File: src/rtl/spi_counter_master.sv
// spi_counter_master: 10 Hz decimal-range counter that ships every new value as a 16-bit SPI mode-0 frame.
// Ports: clk/reset (async, active-high); run_stop/clear single-cycle debounced pulses;
// o_SCLK/o_MOSI/o_SS_N/i_MISO SPI master pins; o_rx_data/o_rx_valid last word clocked back from the slave.
module spi_counter_master #(
  parameter int TICK_DIV  = 10_000_000,
  parameter int SCLK_HALF = 50,
  parameter int CNT_MAX   = 9999
) (
  input  logic        clk,
  input  logic        reset,
  input  logic        run_stop,
  input  logic        clear,
  output logic        o_SCLK,
  output logic        o_MOSI,
  output logic        o_SS_N,
  input  logic        i_MISO,
  output logic [15:0] o_rx_data,
  output logic        o_rx_valid
);
  localparam int PW = $clog2(TICK_DIV + 1);
  localparam int HW = $clog2(SCLK_HALF + 1);
  localparam logic [PW-1:0] PRE_LAST  = PW'(TICK_DIV - 1);
  localparam logic [HW-1:0] HALF_LAST = HW'(SCLK_HALF - 1);
  localparam logic [HW-1:0] HALF      = HW'(SCLK_HALF);
  localparam logic [13:0]   CMAX      = 14'(CNT_MAX);
  typedef enum logic [1:0] {IDLE, LOW, HIGH, STOP} state_t;
  state_t state;
  logic run, pending, tick, start;
  logic [PW-1:0] pre;
  logic [13:0] count;
  logic [HW-1:0] tmr, gap;
  logic [3:0] bit_idx;
  logic [14:0] tx;
  logic [15:0] rx, word;
  assign tick  = run && pre == PRE_LAST;
  assign start = state == IDLE && gap == '0 && pending;
  assign word  = {2'b00, count};
  // A tick or clear always wins over the frame-start clear of pending so no event is lost.
  always_ff @(posedge clk or posedge reset) begin
    if (reset) begin
      run     <= 1'b0;
      pre     <= '0;
      count   <= '0;
      pending <= 1'b0;
    end else begin
      run     <= run ^ run_stop;
      pre     <= (clear || tick) ? '0 : run ? pre + 1'b1 : pre;
      count   <= clear ? '0 : tick ? (count == CMAX ? '0 : count + 14'd1) : count;
      pending <= (tick || clear) ? 1'b1 : start ? 1'b0 : pending;
    end
  end
  // tx holds the not-yet-sent bits below the one currently on o_MOSI.
  always_ff @(posedge clk or posedge reset) begin
    if (reset) begin
      state      <= IDLE;
      o_SS_N     <= 1'b1;
      o_SCLK     <= 1'b0;
      o_MOSI     <= 1'b0;
      tmr        <= '0;
      gap        <= '0;
      bit_idx    <= '0;
      tx         <= '0;
      rx         <= '0;
      o_rx_data  <= '0;
      o_rx_valid <= 1'b0;
    end else begin
      o_rx_valid <= 1'b0;
      case (state)
        IDLE:
          if (gap != '0) gap <= gap - 1'b1;
          else if (pending) begin
            o_MOSI  <= word[15];
            tx      <= word[14:0];
            bit_idx <= 4'd15;
            tmr     <= '0;
            o_SS_N  <= 1'b0;
            state   <= LOW;
          end
        LOW:
          if (tmr == HALF_LAST) begin
            tmr    <= '0;
            o_SCLK <= 1'b1;
            state  <= HIGH;
          end else tmr <= tmr + 1'b1;
        HIGH:
          if (tmr == HALF_LAST) begin
            tmr    <= '0;
            o_SCLK <= 1'b0;
            rx     <= {rx[14:0], i_MISO};
            if (bit_idx == '0) state <= STOP;
            else begin
              o_MOSI  <= tx[14];
              tx      <= {tx[13:0], 1'b0};
              bit_idx <= bit_idx - 1'b1;
              state   <= LOW;
            end
          end else tmr <= tmr + 1'b1;
        STOP:
          if (tmr == HALF_LAST) begin
            tmr        <= '0;
            o_SS_N     <= 1'b1;
            o_MOSI     <= 1'b0;
            o_rx_data  <= rx;
            o_rx_valid <= 1'b1;
            gap        <= HALF;
            state      <= IDLE;
          end else tmr <= tmr + 1'b1;
        default: state <= IDLE;
      endcase
    end
  end
endmodule

File: config.mk
export PLATFORM = sky130hd
export DESIGN_NAME = spi_counter_master
export DESIGN_NICKNAME = d
export VERILOG_FILES = /design/src/rtl/spi_counter_master.sv
export SDC_FILE = /design/constraint.sdc
export NUM_CORES = 1
export LEC_CHECK = 0
export ABC_AREA = 1
export BUFFER_PORTS_ARGS = -buffer_cell sky130_fd_sc_hd__buf_4
export CORE_UTILIZATION = 37
export CTS_BUF_LIST = sky130_fd_sc_hd__clkbuf_8
export DETAILED_ROUTE_END_ITERATION = 6
export GPL_ROUTABILITY_DRIVEN = 0
export PLACE_DENSITY = 0.64
export SKIP_LAST_GASP = 1
export SYNTH_ARGS = -nofsm -noshare
export SYNTH_HDL_FRONTEND = slang
export SYNTH_SLANG_ARGS = --single-unit
File: constraint.sdc
create_clock -name clk -period 5.5 [get_ports clk]
set_input_delay 1.65 -clock clk [delete_from_list [all_inputs] [get_ports clk]]
set_output_delay 1.65 -clock clk [all_outputs]
set_load 0.005 [all_outputs]
==> run summary <==
The power per cell area came out at roughly 240 nW/um2. The post-CTS clock slew at the launch and capture registers of the worst setup and hold paths came out at approximately 0.1 ns. The yosys synthesis warning count came out at 0.

After synthesis, the largest family of logic cells by area is simple AND/OR/NAND/NOR gates. The proportion of layout cells with a drive suffix above 1 is between 10% and 20%. The static leakage power came out at roughly 0.0028 uW.

The insertion delay to the later sink of the worst-skew pair is slightly below 0.4 ns. The worst-case hold slack came out at 0.478 ns. In this run, distinct cell masters in the synthesized netlist total 34. The signal on the critical path passes through buf_4. The max-slew violation count came out at 0.

The startpoint identified for the worst hold timing path is bit_idx[2]. The flow ran to the end, and the final reports show no timing, DRC or antenna violations. The final cell count without fillers came out at 899. After synthesis, the share of flip-flops with an asynchronous set or reset is between 90% and 100%. Measured against the total synthesized area, the mux share comes to 0%. The post-route clock period utilization is 49.1%.

Setup violations remaining at the end of the flow were counted as 0. For this design, the CTS-stage hold fixing added 0 buffers. The number of flip-flops and latches in the synthesized netlist is roughly 110. The clock tree from TritonCTS is done. From bottom edge to top edge, the die measures 124 um. The detail route stage leaves a number of antenna-violating nets equal to 0. In this design, the largest share of critical-path delay is due to flip-flops. 0 antenna diodes ended up in the layout. The placement-stage worst setup slack came out at 2.76 ns. Across every metal layer, demand over resource in global routing totals approximately 16%. Synthesis produced a netlist whose cell count is slightly below 700. The biggest fanout along the worst timing path is 2.

The actual slew at the worst max-slew pin is a little under 0.9 ns. STA classifies the critical path endpoint as a primary output. Setup repair after global routing left no endpoint under its margin. Of the post-synthesis cell area, the dominant cell type holds 49.1%. The initial antenna violation count is 0.

The number of buffers created by CTS came out at 9. The first-pass GRT wire length came out at ~19000 um. The post-synth net total is approximately 700. The top-level port count came out at 25. The final layout contains routed wiring with a total length of ~10000 um.

Of the total synthesized cell area, the portion taken by AND, OR, NAND and NOR gates is between 20 and 30%. Summed over all layers, the global routing overflow is 0. The starting density of the core came out at approximately 38%.

The root cell of the clock tree is sky130_fd_sc_hd__clkbuf_8. The arrival time of data at the critical path endpoint is about 1.1 ns. The mean post-synth cell area is 7.96 um2. The floorplan step defined a die boundary enclosing 15400 um2. The placed wire-length estimate after detailed placement came out at 7220 um. The worst stage delay on the critical path is around 0.56 ns. The synthesized-area fraction occupied by adder cells is around 1.6%. Counting instances in the post-synthesis netlist gives the leading cell types as sky130_fd_sc_hd__nand2_1, sky130_fd_sc_hd__dfrtp_1, sky130_fd_sc_hd__inv_1, sky130_fd_sc_hd__nor2_1, sky130_fd_sc_hd__o21ai_0. In the synthesized netlist the dominant register cell turns out to be sky130_fd_sc_hd__dfrtp_1. The max-slew headroom at the worst pin came out at between 40% and 50%. The worst endpoint required time is approximately 3.9 ns. The pre-antenna-repair detailed-routing pass consisted of 4 iterations.

The xor and xnor fraction of the mapped netlist area came out at around 3.5%. Clock skew on the completed layout was measured at about 0.011 ns. The total instance count after detailed placement came out at between 800 and 900.

The synthesized design contains 0 enable-type register cells. The maximum number of buffers from clock root to sink is 2. The pin count of the biggest net entering global routing is 59. The worst path buffer plus inverter count is 1. The final routed DRC violation total came out at 0. In this run the critical register-to-register path is launched from state[0]. The most common cell in the synthesized netlist is sky130_fd_sc_hd__nand2_1. The synthesis-to-finish area growth came out at 10.1%. The via count of the first global-routing pass is a little over 4000. The timing startpoint of the critical path is o_SS_N.

The overall power of the completed layout came out at roughly 1500 uW. Summing the areas of all compound-gate instances in the mapped netlist gives about a tenth of the synthesized area. STA classifies the critical path startpoint as a register. The number of instances resized during post-cts repair is 0.

After layout, the worst setup slack is about 2.8 ns. The post-route minimum period came out at around 2.7 ns. The sequential-to-total area share from yosys stat came out at between 40% and 50%. The number of H-tree levels is 3. The per-cell routed wire length came out at 11.6 um.

The setup total negative slack came out at 0 ns. The worst setup path is of the reg -> out kind. The die width came out at 124 um. The vias after detailed routing is roughly 4200. The peak ir drop on the vdd network is roughly 170 uV. The first routing iteration left ~220 violations. Buffers added to address setup during post-CTS repair amount to 0. The slowest stage of the critical path belongs to the cell sky130_fd_sc_hd__dfstp_2.

By area the synthesized netlist is led by sky130_fd_sc_hd__dfrtp_1, sky130_fd_sc_hd__nand2_1, sky130_fd_sc_hd__inv_1, sky130_fd_sc_hd__nor2_1, sky130_fd_sc_hd__o21ai_0. The total count of hold-check failures in the final report came out at 0. The number of max-cap violations came out at 0. The total number of nets in the final design is roughly 720. The cell row count came out at 44. In this run the worst hold path is classified as reg -> reg. Of all cell types, the one taking the most synthesized area is sky130_fd_sc_hd__dfrtp_1.

The count of port buffers added during placement is 24. The via-per-instance ratio is around 4.7. The fmax came out at 0.370 GHz.

The standard cell core area is between 10000 and 15000 um2. Summing every instance area after synthesis gives around 5500 um2. The clock sink count came out at ~110.
[sequential cells by signal, summed over array words and instances, names as in the netlist, 2 cells and up]
name	count
bit_idx	4
count	14
gap	6
o_rx_data	16
pre	24
rx	16
state	2
tmr	6
tx	15
[cell usage in the layout (no fill, tap or decap), types with 7 or more instances in the layout]
cell                       count
sky130_fd_sc_hd__a21oi_1       8
sky130_fd_sc_hd__buf_4        27
sky130_fd_sc_hd__clkbuf_8     10
sky130_fd_sc_hd__dfrtp_1     108
sky130_fd_sc_hd__ha_1          7
sky130_fd_sc_hd__inv_1        87
sky130_fd_sc_hd__nand2_1     187
sky130_fd_sc_hd__nand3_1      33
sky130_fd_sc_hd__nand4_1      13
sky130_fd_sc_hd__nor2_1       86
sky130_fd_sc_hd__nor3_1       17
sky130_fd_sc_hd__o21ai_0      61
sky130_fd_sc_hd__o21ai_2      12
sky130_fd_sc_hd__xor2_1       17
[cell type report]
type	instances	area, um2
fillers	1482	8480
flip-flops and latches	109	2730
multi-input cells	473	2310
inverters	90	343
well taps	184	230
repair buffers	27	203
clock buffers	10	138
clock inverters	6	103
[power by group]
| part | switching (uW) | internal [uW] |
|---|---|---|
| Combinational | 44.4 | 22.5 |
| Clock | 290 | 277 |
| Sequential | 22.3 | 817 |
| Total | 357 | 1120 |
[worst register-to-register path, delay by kind of cell, from the launching register on]
family	cells	cell delay [ns]
and+or+nand+nor	6	1.57
buffers and inverters	3	0.45
DFF	1	0.38
[metrics by stage]
stage | util [%] | cell area [um2]
after floorplan | - | 5500
after global placement | 40.0 | 5810
after detailed placement | 40.0 | 5810
after CTS | 41.6 | 6050
after global routing | 41.6 | 6050
final | 41.6 | 6050
[cell families after synthesis]
logic type / after synthesis
buffers and inverters: 109
and+or+nand+nor: 351
DFF: 109
AOI/OAI and AO/OA: 93
adders and majority gates: 7
xor gates and xnor gates: 22
[worst paths after layout]
path	to	cells after the start	slack (ns)
max	o_SS_N	1	2.80
min	bit_idx[2]	2	0.48
max reg2reg	tx[14]	9	3.01
min reg2reg	bit_idx[2]	2	0.48
max in group asynchronous	o_SS_N	3	3.26
min in group asynchronous	pre[10]	2	1.37
[routing by layer]
| layer | track usage [%] | up-vias | routed length (um) |
|---|---|---|---|
| met4 | 4.54 | 0 | 127 |
| met3 | 4.85 | 10 | 487 |
| met2 | 24.6 | 54 | 4590 |
| met5 | 0 | - | 0 |
| met1 | 20.3 | 1937 | 5240 |
| li1 | - | 2212 | - |
Power figures use the tool's default switching activity.
